<file path="src/rtl/pkt_sender_pkg.sv">
// Shared types for the packet sender: FSM state encoding.
package pkt_sender_pkg;

  typedef enum logic [1:0] {
    IDLE = 2'd0,
    LOAD = 2'd1,
    WAIT = 2'd2,
    SEND = 2'd3
  } state_t;

endpackage : pkt_sender_pkg

</file>
<file path="src/rtl/pkt_buf_ram.sv">
// Simple dual-port packet buffer with a registered, enable-gated read port.
module pkt_buf_ram #(
  parameter int unsigned AWIDTH = 3,
  parameter int unsigned DWIDTH = 8
) (
  input  logic              clk,
  input  logic              srst,
  input  logic              wr_en,
  input  logic [AWIDTH-1:0] wr_addr,
  input  logic [DWIDTH-1:0] wr_data,
  input  logic              rd_en,
  input  logic [AWIDTH-1:0] rd_addr,
  output logic [DWIDTH-1:0] rd_data
);

  localparam int unsigned DEPTH = 2 ** AWIDTH;

  logic [DWIDTH-1:0] mem [DEPTH];

  always_ff @(posedge clk) begin
    if (wr_en) begin
      mem[wr_addr] <= wr_data;
    end
  end

  // Read register holds its value when not reading, so it doubles as the packet data output.
  always_ff @(posedge clk) begin
    if (srst) begin
      rd_data <= '0;
    end else if (rd_en) begin
      rd_data <= mem[rd_addr];
    end
  end

endmodule : pkt_buf_ram

</file>
<file path="src/rtl/pkt_sender.sv">
// Buffers one packet of up to 2**AWIDTH words, then streams it out with sop/eop once downstream is free.
module pkt_sender
  import pkt_sender_pkg::*;
#(
  parameter int unsigned AWIDTH = 3,
  parameter int unsigned DWIDTH = 8
) (
  input  logic              clk_i,
  input  logic              srst_i,
  input  logic [DWIDTH-1:0] wrdata_i,
  input  logic              wren_i,
  input  logic              wrlast_i,
  output logic              wrready_o,
  input  logic              busy_i,
  output logic [DWIDTH-1:0] data_o,
  output logic              sop_o,
  output logic              eop_o,
  output logic              val_o,
  output logic              tx_busy_o
);

  localparam int unsigned CWIDTH = AWIDTH + 1;
  localparam int unsigned DEPTH  = 2 ** AWIDTH;
  localparam logic [CWIDTH-1:0] FULL = CWIDTH'(DEPTH);
  localparam logic [CWIDTH-1:0] ONE  = CWIDTH'(1);

  state_t state, state_nxt;

  logic [CWIDTH-1:0] count, count_nxt;
  logic [CWIDTH-1:0] rd_ptr, rd_ptr_nxt;
  logic              val_nxt, sop_nxt, eop_nxt;
  logic              wrready_nxt, tx_busy_nxt;

  logic              wr_en_c;
  logic [AWIDTH-1:0] wr_addr_c;
  logic              rd_en_c;
  logic [AWIDTH-1:0] rd_addr_c;

  pkt_buf_ram #(
    .AWIDTH (AWIDTH),
    .DWIDTH (DWIDTH)
  ) u_buf (
    .clk     (clk_i),
    .srst    (srst_i),
    .wr_en   (wr_en_c),
    .wr_addr (wr_addr_c),
    .wr_data (wrdata_i),
    .rd_en   (rd_en_c),
    .rd_addr (rd_addr_c),
    .rd_data (data_o)
  );

  // State register.
  always_ff @(posedge clk_i) begin
    if (srst_i) begin
      state <= IDLE;
    end else begin
      state <= state_nxt;
    end
  end

  // Next state, buffer control and next output values.
  always_comb begin
    state_nxt  = state;
    count_nxt  = count;
    rd_ptr_nxt = rd_ptr;
    val_nxt    = 1'b0;
    sop_nxt    = 1'b0;
    eop_nxt    = 1'b0;
    wr_en_c    = wren_i && wrready_o;
    wr_addr_c  = count[AWIDTH-1:0];
    rd_en_c    = 1'b0;
    rd_addr_c  = rd_ptr[AWIDTH-1:0];

    unique case (state)
      IDLE: begin
        if (wr_en_c) begin
          wr_addr_c = '0;
          count_nxt = ONE;
          state_nxt = wrlast_i ? WAIT : LOAD;
        end
      end
      LOAD: begin
        if (wr_en_c) begin
          count_nxt = count + ONE;
          if (wrlast_i || (count_nxt == FULL)) begin
            state_nxt = WAIT;
          end
        end
      end
      WAIT: begin
        // Word 0 is fetched on the same edge that enters SEND, so sop lands on the first SEND cycle.
        if (!busy_i) begin
          rd_en_c    = 1'b1;
          rd_addr_c  = '0;
          rd_ptr_nxt = ONE;
          val_nxt    = 1'b1;
          sop_nxt    = 1'b1;
          eop_nxt    = (count == ONE);
          state_nxt  = SEND;
        end
      end
      SEND: begin
        if (rd_ptr == count) begin
          state_nxt = IDLE;
        end else begin
          rd_en_c    = 1'b1;
          rd_ptr_nxt = rd_ptr + ONE;
          val_nxt    = 1'b1;
          eop_nxt    = (rd_ptr_nxt == count);
        end
      end
    endcase

    wrready_nxt = (state_nxt == IDLE) || (state_nxt == LOAD);
    tx_busy_nxt = (state_nxt == WAIT) || (state_nxt == SEND);
  end

  // Counters and registered outputs.
  always_ff @(posedge clk_i) begin
    if (srst_i) begin
      count     <= '0;
      rd_ptr    <= '0;
      val_o     <= 1'b0;
      sop_o     <= 1'b0;
      eop_o     <= 1'b0;
      wrready_o <= 1'b1;
      tx_busy_o <= 1'b0;
    end else begin
      count     <= count_nxt;
      rd_ptr    <= rd_ptr_nxt;
      val_o     <= val_nxt;
      sop_o     <= sop_nxt;
      eop_o     <= eop_nxt;
      wrready_o <= wrready_nxt;
      tx_busy_o <= tx_busy_nxt;
    end
  end

endmodule : pkt_sender
</file>
<file path="config.mk">
export PLATFORM = sky130hd
export DESIGN_NAME = pkt_sender
export DESIGN_NICKNAME = d
export VERILOG_FILES = /design/src/rtl/pkt_sender_pkg.sv /design/src/rtl/pkt_buf_ram.sv /design/src/rtl/pkt_sender.sv
export SDC_FILE = /design/constraint.sdc
export NUM_CORES = 1
export LEC_CHECK = 0
export BUFFER_PORTS_ARGS = -buffer_cell sky130_fd_sc_hd__buf_4
export CORE_MARGIN = 1.5
export CORE_UTILIZATION = 55
export DETAILED_ROUTE_END_ITERATION = 12
export PLACE_DENSITY = 0.83
export SLEW_MARGIN = 25
export SYNTH_ARGS = -nofsm -noshare
export SYNTH_HDL_FRONTEND = slang
export SYNTH_HIERARCHICAL = 1
export SYNTH_SLANG_ARGS = --single-unit
</file>
<file path="constraint.sdc">
create_clock -name clk_i -period 2.71 [get_ports clk_i]
set_input_delay 0.1355 -clock clk_i [delete_from_list [all_inputs] [get_ports clk_i]]
set_output_delay 0.1355 -clock clk_i [all_outputs]
set_load 0.05 [all_outputs]
</file>
==> impl_metrics.env <==
export IMPL_outcome="complete, no violations"
export IMPL_diodes=0
export IMPL_synthMuxAreaShare_pct=9.93
export IMPL_port_buffers=25
export IMPL_dieHeight_um=84.4
export IMPL_nNetsFinal=311
export IMPL_cts_resized=0
export IMPL_finalMaxSlewViolations=0
export IMPL_globalplace_congestion=0.790
export IMPL_startpoint_type="flop"
export IMPL_syn_num_nets=271
export IMPL_hold_violations=0
export IMPL_detail_route_antenna_nets=0
export IMPL_fin_skew_ns=0.0138
export IMPL_p_leak_nw=1.47
export IMPL_synth_largest_area_cell="edfxtp_1"
export IMPL_worst_slew_pin_transition_ns=0.561
export IMPL_end_kind="flop"
export IMPL_vdd_drop_max_v=0.000370
export IMPL_yosysTopAreaCellShare_pct=52.8
export IMPL_synthesis_area_um2=3640
export IMPL_cts_setup_buffers=0
export IMPL_gr_total_overflow=0
export IMPL_dpl_cell_count=361
export IMPL_synth_main_ff_cell="edfxtp_1"
export IMPL_hp_start="wrdata_i[3]"
export IMPL_dp_slack_ns=0.507
export IMPL_setup_viol=0
export IMPL_grt_setup_unrepaired="no"
export IMPL_synthArstFlopShare_pct=0
export IMPL_synthTopCellsByArea="edfxtp_1 (53%), dfxtp_1 (12%), mux2_2 (5.3%)"
export IMPL_fin_crit_sh_pct=81.8
export IMPL_fin_setup_tns_ns=0
export IMPL_drive_gt1_share_pct=28.0
export IMPL_crit_type="reg2reg"
export IMPL_die_w_um=84.4
export IMPL_ys_types=44
export IMPL_cts_buffers=9
export IMPL_wl_per_cell_um=18.8
export IMPL_nFillCells=455
export IMPL_r2r_start="state[0]"
export IMPL_ys_top_cells_by_count="edfxtp_1 (64), nor2_1 (26), dfxtp_1 (22)"
export IMPL_clock_path_buffers=2
export IMPL_clk_latency_ns=0.34
export IMPL_synth_fa_ha_area_share_pct=1.03
export IMPL_grt_pass1_vias=2151
export IMPL_clk_pin_slew_ns=0.09
export IMPL_synth_xor_area_share_pct=2.54
export IMPL_cts_htree_levels=3
export IMPL_ys_seq_elements=86
export IMPL_hpwlAfterDp_mm=4.71
export IMPL_grt_use_total_pct=21.1
export IMPL_dr_pass1_iters=4
export IMPL_hold_buffers=0
export IMPL_route_detailed_drc=0
export IMPL_syn2layout_area_growth_pct=14.1
export IMPL_yosys_warnings=6
export IMPL_die_area_um2=7120
export IMPL_p_per_area_nw_per_um2=686
export IMPL_synth_edf_count=64
export IMPL_fin_cells=377
export IMPL_fp_row_count=29
export IMPL_wl_mm=7.09
export IMPL_reg2regPathDepth=7
export IMPL_synth_top_family_by_area="multiplexers"
export IMPL_cp_data_arrival_time_ns=2.46
export IMPL_viasPerCell=5.95
export IMPL_io_pins=26
export IMPL_hold_path_class="in2reg"
export IMPL_antenna_found_initial=0
export IMPL_cp_max_fo=8
export IMPL_yosys_area_share_simple_pct=9.83
export IMPL_yosysMostFrequentCell="edfxtp_1"
export IMPL_drtIter0Drc=260
export IMPL_syn_inst=255
export IMPL_relSlewSlack_pct=62.6
export IMPL_start_util_pct=57.0
export IMPL_grt_pass1_wl_mm=11.2
export IMPL_whs_path_depth=1
export IMPL_num_vias=2243
export IMPL_layout_min_cycle_time_ns=2.22
export IMPL_cts_tree="yes"
export IMPL_clock_sinks=86
export IMPL_cap_violations=0
export IMPL_critPathRequiredTime_ns=2.96
export IMPL_core_um2=6390
export IMPL_grt_start_max_net_pins=23
export IMPL_fin_ws_ns=0.493
export IMPL_syn_area_per_cell_um2=14.3
export IMPL_synth_compound_area_share_pct=8.83
export IMPL_yosysSeqAreaShare_pct=64.9
export IMPL_startpoint="state[0]"
export IMPL_fmax_mhz=451
export IMPL_clockRootBuffer="clkbuf_8"
## worst paths after layout
check	end	slack, ns
setup / recovery	u_buf/rd_data[5]	0.49
hold / removal	u_buf/mem[3][3]	0.02
setup reg to reg	u_buf/rd_data[5]	0.49
hold reg to reg	u_buf/rd_data[2]	0.50
## critical path: stages (launching register included)
cell and delay (ns):
dfxtp_1 0.47, nor3b_2 0.09, buf_4 0.18, nor2b_1 0.27, nand2b_1 0.41, o22ai_1 0.13
a221o_1 0.28, a211oi_1 0.28
## state kept, by name (all words and copies together), names as in the netlist
signal	flops
rd_ptr	4
wrready_o	1
eop_o	1
val_o	1
count	4
u_buf/mem	64
state	2
sop_o	1
u_buf/rd_data	8
## placed cells by master, fill, tap and decap left out, drive strengths merged, types with 9 or more instances in the layout
cell    instances
nor2           27
dfxtp          22
mux2i          17
a211oi          9
mux2           17
clkbuf          9
nand2           9
edfxtp         64
buf            40
## metal layers
metal	track usage (%)	vias to the layer above	part of all wire [%]	routed length [µm]
met1	30.0	1091	41	2910
li1	-	1048	-	-
met4	9.24	0	1.9	134
met3	2.85	10	8.5	605
met5	0	-	0	0
met2	33.0	94	49	3450
## power breakdown
group	switching [mW]	internal (mW)	leakage (nW)
Clock	0.465	0.437	0.105
Sequential	0.0428	1.47	0.759
Combinational	0.268	0.168	0.606
Total	0.775	2.08	1.47
## cell families (layout without fill, tap and decap cells)
family,count (synthesis),after routing
flops,86,86
simple gates,70,70
compound gates,39,39
mux,34,34
buf+inv,15,60
xor+xnor,8,8
fa+ha+maj,3,3
## per-stage QoR
| stage | instance area (µm²) | utilization [%] | hold slack, ns | power [mW] |
|---|---|---|---|---|
| after floorplan | 3640 | - | 0.234 | 1.86 |
| after global placement | 3950 | 61.9 | 0.369 | 1.96 |
| after detailed placement | 3950 | 61.9 | 0.374 | 1.98 |
| after CTS | 4160 | 65.1 | 0.00157 | 2.87 |
| after global routing | 4160 | 65.1 | 0.0100 | 2.97 |
| final | 4160 | 65.1 | 0.0172 | 2.85 |
## area by class of cell
type / instances / area, µm² / share of cell area, %
sequential: 86 / 2360 / 56.9
multi-input combinational: 154 / 1180 / 28.4
timing repair buffer: 40 / 300 / 7.23
clock buffer: 9 / 124 / 2.98
tap: 77 / 96.3 / 2.32
clock inverter: 7 / 78.8 / 1.90
inverter: 4 / 15.0 / 0.361
Note: power is estimated with default switching activity, not from simulation.
